===== src/rtl/phase_scheduler.sv =====
// Traffic-light phase sequencer with pedestrian service and emergency preemption.
// All outputs are registered; lights are decoded from the next state so they line up with phase.
module phase_scheduler #(
  parameter int FPGAFREQ      = 50_000_000,
  parameter int T_RESET       = 3,
  parameter int T_GREENMAIN   = 18,
  parameter int T_YELLOWMAIN  = 4,
  parameter int T_GREENSEC    = 10,
  parameter int T_YELLOWSEC   = 3,
  parameter int T_GREENPEATON = 5,
  parameter int T_REDPEATON   = 2
) (
  input  logic       clk,
  input  logic       reset,
  input  logic [1:0] ped_req,
  input  logic       emerg_req,
  output logic [2:0] main_lights,
  output logic [2:0] sec_lights,
  output logic [1:0] pea_lights,
  output logic [1:0] ped_pending,
  output logic [2:0] phase,
  output logic [7:0] sec_left
);
  localparam int            CW      = (FPGAFREQ > 1) ? $clog2(FPGAFREQ) : 1;
  localparam logic [CW-1:0] DIV_MAX = CW'(FPGAFREQ - 1);

  typedef enum logic [2:0] {
    INIT = 3'd0, MG = 3'd1, MY = 3'd2, SG = 3'd3,
    SY   = 3'd4, PG = 3'd5, PR = 3'd6, EMG = 3'd7
  } state_e;

  state_e        state_q, state_d;
  logic [CW-1:0] div_q, div_d;
  logic [7:0]    sec_q, sec_d;
  logic [1:0]    pend_q, pend_d;
  logic [2:0]    main_q, main_d, secl_q, secl_d;
  logic [1:0]    pea_q, pea_d;
  logic          tick, expire;

  function automatic logic [7:0] load_val(input state_e s);
    case (s)
      INIT:    load_val = 8'(T_RESET - 1);
      MG:      load_val = 8'(T_GREENMAIN - 1);
      MY:      load_val = 8'(T_YELLOWMAIN - 1);
      SG:      load_val = 8'(T_GREENSEC - 1);
      SY:      load_val = 8'(T_YELLOWSEC - 1);
      PG:      load_val = 8'(T_GREENPEATON - 1);
      PR:      load_val = 8'(T_REDPEATON - 1);
      default: load_val = 8'd0;
    endcase
  endfunction

  always_comb begin
    tick    = (div_q == DIV_MAX);
    expire  = tick && (sec_q == 8'd0);
    state_d = state_q;
    case (state_q)
      INIT:    if (expire) state_d = emerg_req ? EMG : MG;
      MG:      if (emerg_req || expire) state_d = MY;
      MY:      if (expire) state_d = emerg_req ? EMG : SG;
      SG:      if (emerg_req || expire) state_d = SY;
      SY:      if (expire) state_d = emerg_req ? EMG : ((pend_q != 2'b00) ? PG : MG);
      PG:      if (emerg_req || expire) state_d = PR;
      PR:      if (expire) state_d = emerg_req ? EMG : MG;
      EMG:     if (!emerg_req) state_d = MG;
      default: state_d = INIT;
    endcase

    // A state change restarts both the divider and the seconds countdown.
    if (state_d != state_q) begin
      div_d = '0;
      sec_d = load_val(state_d);
    end else begin
      div_d = tick ? '0 : div_q + 1'b1;
      sec_d = (tick && sec_q != 8'd0) ? sec_q - 8'd1 : sec_q;
    end

    if (state_d == PG && state_q != PG) pend_d = 2'b00;
    else if (state_q != PG)             pend_d = pend_q | ped_req;
    else                                pend_d = pend_q;

    main_d = (state_d == MG) ? 3'b001 : (state_d == MY) ? 3'b010 : 3'b100;
    secl_d = (state_d == SG) ? 3'b001 : (state_d == SY) ? 3'b010 : 3'b100;
    pea_d  = (state_d == PG) ? 2'b01 : 2'b10;
  end

  always_ff @(posedge clk) begin
    if (reset) begin
      state_q <= INIT;
      div_q   <= '0;
      sec_q   <= 8'(T_RESET - 1);
      pend_q  <= 2'b00;
      main_q  <= 3'b100;
      secl_q  <= 3'b100;
      pea_q   <= 2'b10;
    end else begin
      state_q <= state_d;
      div_q   <= div_d;
      sec_q   <= sec_d;
      pend_q  <= pend_d;
      main_q  <= main_d;
      secl_q  <= secl_d;
      pea_q   <= pea_d;
    end
  end

  assign main_lights = main_q;
  assign sec_lights  = secl_q;
  assign pea_lights  = pea_q;
  assign ped_pending = pend_q;
  assign phase       = state_q;
  assign sec_left    = sec_q;
endmodule


===== config.mk =====
export PLATFORM = sky130hd
export DESIGN_NAME = phase_scheduler
export DESIGN_NICKNAME = d
export VERILOG_FILES = /design/src/rtl/phase_scheduler.sv
export SDC_FILE = /design/constraint.sdc
export NUM_CORES = 1
export LEC_CHECK = 0
export ABC_AREA = 1
export BUFFER_PORTS_ARGS = -buffer_cell sky130_fd_sc_hd__buf_2
export CORE_MARGIN = 1
export CORE_UTILIZATION = 45
export CTS_BUF_LIST = sky130_fd_sc_hd__clkbuf_2 sky130_fd_sc_hd__clkbuf_4 sky130_fd_sc_hd__clkbuf_8
export CTS_CLUSTER_SIZE = 20
export DETAILED_ROUTE_END_ITERATION = 8
export PLACE_DENSITY = 0.66
export SYNTH_ARGS = -nofsm -noshare
export SYNTH_HDL_FRONTEND = slang
export SYNTH_SLANG_ARGS = --single-unit

===== constraint.sdc =====
create_clock -name clk -period 2 [get_ports clk]
set_clock_uncertainty 0.05 [all_clocks]
set_input_delay 0.1 -clock clk [delete_from_list [all_inputs] [get_ports clk]]
set_output_delay 0.1 -clock clk [all_outputs]
set_load 0.01 [all_outputs]

* After elaboration in Yosys (flattened, before gate mapping)
Cells that the tools add are included.
Word-level totals: output and inout bits 21, input port bits 5, word-level logic and storage cells 64, flip-flop bits (word level) 47
Cells by class: bitwise operators 1, add/sub/neg operators 2, reductions and logical operators 16, mux-type cells 20, equal/unequal tests 16
Operator list (count):
- $mux W3 | 15
- $pmux W5 S6 | 1
- $add A26 B1 Y26 const B | 1
- $eq A26 B26 Y1 const B | 1
- $eq A3 B3 Y1 const B | 7
- $pmux W3 S7 | 1
- $mux W8 | 2
- $eq A3 B2 Y1 const B | 4
- $reduce_or A2 Y1 | 5
- $logic_not A8 Y1 | 1
- $reduce_bool A8 Y1 | 1
- $sub A8 B1 Y8 const B | 1
- $eq A3 B1 Y1 const B | 2
- $logic_not A3 Y1 | 2
- $reduce_bool A2 Y1 | 2
- $logic_and A1 B1 Y1 | 3
- $ne A3 B3 Y1 | 1
- $ne A3 B3 Y1 const B | 1
- $reduce_or A3 Y1 | 1
- $mux W2 | 1
- $or A2 B2 Y2 | 1
- $logic_or A1 B1 Y1 | 1

* Depth between registers and ports, before layout
Gate-level depths: netlist of run 1.
word-level depth 9, gate-level depth with buffers 15, gate-level depth less buffers 15

* Worst setup path before layout of run 1
No wires, ideal clock.
kind reg-to-reg, start point register div_q[0], end point register div_q[6], library setup time 0.121 ns, data arrival time 1.871 ns, stages on the path, launching flop included 14, setup slack -0.042 ns, data required time 1.829 ns, path buffers 1, period minus slack after synthesis 2.042 ns, cells stage by stage dfxtp_1 > ha_1 > nand2_1 > nor2_2 > nand2_2 > nor2_1 > nand2_1 > o21ai_1 > nand3_2 > nand2_4 > inv_4 > nand3_4 > buf_12 > nor2_4
Between the ends: cells in the longest elaborated chain, start to end 7, elaborated cells on any way between the ends 13, classes of those cells add/sub (1); eq/ne (2); mux (7); reduce/logical (3)
RTL lines:
- from (decl) | RTL line 33 | logic [CW-1:0] div_q, div_d;
- from (signal assigned) | RTL line 98 | div_q <= div_d;
- $eq A26 B26 Y1 | RTL line 54 | tick = (div_q == DIV_MAX);
- $logic_and A1 B1 Y1 | RTL line 55 | expire = tick && (sec_q == 8'd0);
- $logic_or A1 B1 Y1 | RTL line 59, 61, 63
- $mux W3 (on tied branches) | RTL line 63, 59, 61
- $pmux W3 S7 | RTL line 57 | case (state_q)
- $ne A3 B3 Y1 | RTL line 70 | if (state_d != state_q) begin
- $reduce_or A3 Y1 (no line)
Parallel ways exist; a longest one is shown, timed or not. A chain may end at the register's enable or synchronous reset.

* Worst setup path in the final report of run 1
start point register div_q[1], end point register div_q[24]
The elaborated chain is that of the path after synthesis.

==> impl_metrics.py, run 1 <==
metrics = {
    "synthesis": {
        "synthSimpleGateAreaFrac": 0.401,
        "synth_fa_ha_area_frac": 0.0148,
        "synth_area_um2": 2540,
        "seq_area_frac_synth": 0.371,
        "yosysWarnings": 0,
        "netlist_instances": 341,
        "synth_fp_nets": 349,
        "avgSynthCellArea_um2": 7.44,
        "synth_compound_area_frac": 0.0646,
        "ys_ff_latch": 47,
        "synthMuxAreaShare": 0,
        "synth_top_family_by_area": "simple AND/OR/NAND/NOR gates",
        "ys_types": 30,
        "synthTopCellsByArea": "dfxtp_1 (37%), nand2_1 (11%), inv_1 (6.8%), nor2_1 (5.6%), nor2_4 (5.3%)",
        "synth-xor-area-share": 0.0587,
        "synth_top_area_share": 0.371,
        "yosys.area.top_type": "dfxtp_1",
    },
    "clock_network": {
        "clk_latency_ns": 0.31,
        "cts_tree": "yes",
        "htree_num_levels": 2,
        "clock_sinks": 47,
        "cts-root-buf": "clkbuf_8",
        "clk_path_buf_depth": 2,
        "cts_buffers": 5,
        "clkSlewWorstSetupHoldPaths_ns": 0.09,
    },
    "timing": {
        "setup_ws_ns": -0.100,
        "setup_violations": 32,
        "layout_min_cycle_time_ns": 2.10,
        "finalMaxSlewViolations": 0,
        "relSlewSlack": 0.747,
        "finalHoldViolations": 0,
        "rsz0062_at_grt": "yes",
        "fin_crit_sh": 1.05,
        "setup_tns_ns": -2.20,
        "timing.fmax_ghz": 0.476,
        "worst_slew_pin_slew_ns": 0.377,
    },
    "final_layout": {
        "final_cell_count_no_fill": 484,
        "drive_above_1_share": 0.357,
        "antenna_cells": 0,
        "area_growth_pct": 34.8,
        "fillCellCount": 469,
        "multiInputGateArea_um2": 1600,
        "nets": 421,
        "ff_latch_area_um2": 943,
    },
    "floorplan": {
        "core_area_um2": 5270,
        "rows": 26,
        "dieWidth_um": 77.1,
        "die_y_um": 77.1,
        "start_util": 0.481,
        "io_pins": 26,
        "die_area_um2": 5940,
    },
    "critical_path": {
        "end_kind": "flip-flop",
        "cp.arrival_ns": 2.30,
        "cp.required_ns": 2.20,
        "cp_slowest_stage_delay_ns": 0.37,
        "cp-start-kind": "flip-flop",
        "critPathMaxFanout": 6,
        "slowest_stage": "dfxtp_2",
        "criticalPathCategory": "flip-flop to flip-flop",
        "worstPathCellList": "ha_4 > nand2_4 > nor2_4 > nand2_4 > nor2_4 > nand3_4 > nand2_4 > nand3_4 > nand3_4 > nand2_4 > inv_4 > nand3_4 > clkbuf_16 > a21oi_2",
    },
    "global_routing": {
        "antenna_found_initial": 0,
        "grt_pass1_vias": 2181,
        "overflow": 0,
        "grt_max_degree": 15,
        "grt_first_pass_wirelength_um": 9680,
        "grt.total_usage": 0.202,
    },
    "outcome": {
        "violations": "setup timing",
        "status": "finished with violations",
    },
    "route": {
        "dr_wl_met3_um": 224,
        "wl_met2_um": 2920,
        "route.layer.met1.wl_um": 2850,
        "vias": 2404,
        "drc": 0,
        "via_per_inst": 4.97,
        "wire_per_inst_um": 12.7,
        "ant_nets": 0,
        "highest-signal-layer": "met4",
        "wirelength_um": 6140,
        "first_pass_iters": 5,
        "drt_iter0_drc": 124,
    },
    "pwr": {
        "vdd_drop_max_mv": 0.427,
        "p_leak_nw": 1.41,
        "powerDensity_nw_per_um2": 495,
    },
    "placed_design": {
        "dp_cells": 466,
        "routabilityCongestion": 0.896,
        "numPortBuffers": 25,
        "dp_hpwl_um": 4220,
        "dpl_worst_slack_ns": -0.0742,
    },
    "hold_path": {
        "hold_path.class": "input port to flip-flop",
    },
    "run": {
        "cap_viol_max_count": 0,
    },
}
per-stage QoR:
| step | power (mW) | hold slack (ns) | area, um2 | utilization |
|---|---|---|---|---|
| floorplan | 1.05 | 0.119 | 2540 | - |
| global placement | 1.08 | 0.300 | 2980 | 0.566 |
| detailed placement | 1.08 | 0.314 | 2980 | 0.566 |
| CTS | 1.67 | 0.00995 | 3170 | 0.601 |
| global route | 1.76 | 0.0214 | 3420 | 0.649 |
| finish | 1.69 | 0.0281 | 3420 | 0.649 |
flip-flops by register name, indices dropped and copies added, names as in the netlist:
signal,count
sec_left,8
sec_lights,3
pea_lights,2
ped_pending,2
main_lights,3
phase,3
div_q,26
power breakdown:
part	internal (mW)	total (mW)	switching, mW
combinational	0.0615	0.145	0.0833
sequential	0.950	0.962	0.0121
clock	0.258	0.586	0.327
total	1.27	1.69	0.423
cell usage after synthesis:
cell	n
a21oi_1	9
a21oi_2	7
buf_12	1
buf_8	1
clkinv_1	1
dfxtp_1	47
ha_1	3
inv_1	46
inv_2	3
inv_4	1
nand2_1	71
nand2_2	5
nand2_4	1
nand3_1	23
nand3_2	3
nand3_4	3
nand3b_1	1
nand4_1	12
nor2_1	38
nor2_2	10
nor2_4	12
nor3_1	11
nor4_1	3
o211ai_1	2
o21ai_0	6
o21ai_1	1
o31ai_1	1
or2_2	2
xnor2_1	5
xor2_1	12
logic make-up after synthesis:
group / Yosys count
XOR/XNOR: 17
AO/OA/AOI/OAI: 26
flip-flops: 47
buffers and inverters: 53
adder cells (fa/ha/maj): 3
AND/OR/NAND/NOR: 195
cell type report:
class,count,share of cell area
flip-flops and latches,47,0.276
clock inverters,2,0.00366
multi-input cells,241,0.468
clock buffers,6,0.0223
repair buffers,67,0.148
inverters,51,0.0567
well taps,70,0.0256
layout by cell type (no fill, tap or decap), drive strengths merged, types with 3 or more instances in the layout:
master / count
ha: 3
clkbuf: 8
o21ai: 7
nor4: 3
xor2: 12
buf: 63
inv: 50
a21oi: 16
nand4: 12
dfxtp: 47
xnor2: 5
nor3: 11
nand3: 29
nor2: 60
nand2: 77
worst max-delay path: cells and delay by family, from the launching register on:
family / cells / cell delay [ns]
compound gates: 1 / 0.09
fa+ha+maj: 1 / 0.16
buf+inv: 2 / 0.28
flops: 1 / 0.37
simple gates: 10 / 1.07
layer usage:
metal | vias to the layer above | GRT usage
met3 | 13 | 0.0321
met2 | 49 | 0.321
met1 | 1110 | 0.273
li1 | 1232 | -
met5 | - | 0
met4 | 0 | 0.0811
what timing repair did:
item	CTS	global route
buffers inserted	1	5
endpoints found under the setup margin	23	43
hold endpoints to repair	2	0
pin swaps	1	13
cloned	0	2
resized for setup	17	34
hold buffers	2	0
path summary, 6_finish.rpt:
| kind | start | endpoint | slack, ns | depth (start not counted) |
|---|---|---|---|---|
| worst max-delay path | div_q[1] | div_q[24] | -0.1 | 14 |
| worst min-delay path | reset | sec_left[3] | 0.03 | 2 |
| worst max register to register | div_q[1] | div_q[24] | -0.1 | 14 |
| worst min register to register | div_q[13] | div_q[13] | 0.45 | 2 |
(Power assumes the default switching activity.)
==> run 2: changes to the inputs <==
--- a/config.mk
+++ b/config.mk
@@ -13,6 +13,7 @@
 export CTS_CLUSTER_SIZE = 20
 export DETAILED_ROUTE_END_ITERATION = 8
 export PLACE_DENSITY = 0.66
+export SKIP_CTS_REPAIR_TIMING = 1
 export SYNTH_ARGS = -nofsm -noshare
 export SYNTH_HDL_FRONTEND = slang
 export SYNTH_SLANG_ARGS = --single-unit
==> impl_metrics.py, run 2 (synthesized netlist as in run 1, its figures left out) <==
metrics = {
    "global_routing": {
        "grt_max_degree": 15,
        "grt_first_pass_wirelength_um": 9350,
        "grt_pass1_vias": 2132,
        "grt.total_usage": 0.196,
        "overflow": 0,
        "antenna_found_initial": 0,
    },
    "clock_network": {
        "clk_path_buf_depth": 2,
        "cts_tree": "yes",
        "clk_latency_ns": 0.30,
        "cts_buffers": 5,
        "htree_num_levels": 2,
        "cts-root-buf": "clkbuf_8",
        "clkSlewWorstSetupHoldPaths_ns": 0.09,
        "clock_sinks": 47,
    },
    "timing": {
        "worst_slew_pin_slew_ns": 0.527,
        "relSlewSlack": 0.645,
        "layout_min_cycle_time_ns": 2.09,
        "setup_tns_ns": -2.31,
        "timing.fmax_ghz": 0.477,
        "finalMaxSlewViolations": 0,
        "setup_violations": 35,
        "rsz0062_at_grt": "yes",
        "fin_crit_sh": 1.05,
        "setup_ws_ns": -0.0945,
        "hold-worst-slack_ns": -0.00780,
        "finalHoldViolations": 2,
    },
    "route": {
        "vias": 2340,
        "wl_met2_um": 2760,
        "highest-signal-layer": "met4",
        "drc": 0,
        "dr_wl_met3_um": 180,
        "wire_per_inst_um": 12.1,
        "route.layer.met1.wl_um": 2830,
        "first_pass_iters": 4,
        "drt_iter0_drc": 81,
        "ant_nets": 0,
        "via_per_inst": 4.85,
        "wirelength_um": 5840,
    },
    "hold_path": {
        "hold_path.class": "input port to flip-flop",
        "min_path_cells": 3,
        "holdCritStartpoint": "ped_req[1]",
    },
    "floorplan": {
        "core_area_um2": 5270,
        "io_pins": 26,
        "die_y_um": 77.1,
        "rows": 26,
        "start_util": 0.481,
        "die_area_um2": 5940,
        "dieWidth_um": 77.1,
    },
    "placed_design": {
        "dp_hpwl_um": 4220,
        "place_area_um2": 2980,
        "routabilityCongestion": 0.896,
        "numPortBuffers": 25,
    },
    "outcome": {
        "violations": "hold timing, setup timing",
        "status": "finished with violations",
    },
    "final_layout": {
        "regMostFlops": "div_q",
        "antenna_cells": 0,
        "largest_reg_flops": 26,
        "mostFrequentLayoutCells": "nand2_1 (69), inv_1 (45), dfxtp_1 (45)",
        "nets": 419,
        "multiInputGateArea_um2": 1560,
        "drive_above_1_share": 0.347,
        "ff_latch_area_um2": 943,
        "fin_area_um2": 3360,
        "area_growth_pct": 32.4,
        "fillCellCount": 475,
        "layout_commonest_cell": "nand2_1",
    },
    "pwr": {
        "vdd_drop_max_mv": 0.427,
        "p_leak_nw": 1.39,
        "powerDensity_nw_per_um2": 501,
    },
    "critical_path": {
        "startpoint": "div_q[1]",
        "cp_slowest_stage_delay_ns": 0.37,
        "cp.depth": 13,
        "rr_worst_depth": 13,
        "cp_top_family": "simple AND/OR/NAND/NOR gates",
        "cp.arrival_ns": 2.24,
        "cp-start-kind": "flip-flop",
        "slowest_stage": "dfxtp_2",
        "cp.required_ns": 2.15,
        "criticalPathCategory": "flip-flop to flip-flop",
        "worstPathCellList": "ha_4 > nand2_4 > nor2_4 > nand2_4 > nor2_4 > nand4_1 > nand3_4 > nand3_4 > nand2_4 > inv_4 > nand3_4 > clkbuf_16 > nor2_4",
        "r2r_start": "div_q[1]",
        "cp_num_buf_inv": 2,
        "critPathMaxFanout": 7,
        "reg2reg_slack_ns": -0.09,
        "end_kind": "flip-flop",
    },
    "run": {
        "cap_viol_max_count": 0,
    },
}
-- run 2: worst reg2reg max path: cells and delay by family, from the launching register on --
family / cells / cell delay (ns)
adders and majority gates: 1 / 0.16
buffers and inverters: 2 / 0.25
and+or+nand+nor: 10 / 1.14
DFF: 1 / 0.37
-- run 2: layout make-up --
type / instances / area share
multi-input cells: 241 / 0.464
flip-flops and latches: 47 / 0.281
repair buffers: 65 / 0.145
inverters: 51 / 0.0578
well taps: 70 / 0.0261
clock buffers: 6 / 0.0227
clock inverters: 2 / 0.00373
-- run 2: worst paths after layout --
| path | to |
|---|---|
| worst max-delay path | div_q[9] |
| worst min-delay path | ped_pending[1] |
| worst max register to register | div_q[9] |
| worst min register to register | div_q[13] |
-- run 2: layer usage --
metal	vias to the layer above	track usage
met5	-	0
met4	0	0.0792
met3	6	0.0298
met2	33	0.306
met1	1078	0.268
li1	1223	-
-- run 2: power by group --
group | total [mW] | switching (mW) | internal (mW) | leakage (nW)
registers | 0.962 | 0.0121 | 0.950 | 0.381
logic | 0.135 | 0.0775 | 0.0576 | 0.969
clock network | 0.585 | 0.327 | 0.258 | 0.0446
total | 1.68 | 0.417 | 1.27 | 1.39
-- run 2: per-stage QoR --
step           cells  hold WS (ns)  utilization  setup WS (ns)  power, mW
3_3_place_gp     466         0.300        0.566        -0.0420       1.08
4_1_cts          474       -0.0160        0.583        -0.0942       1.66
2_1_floorplan    341         0.119            -        0.00166       1.05
6_report         482      -0.00780        0.637        -0.0945       1.68
3_5_place_dp     466         0.314        0.566        -0.0742       1.08
5_1_grt          482        0.0135        0.637         -0.206       1.74
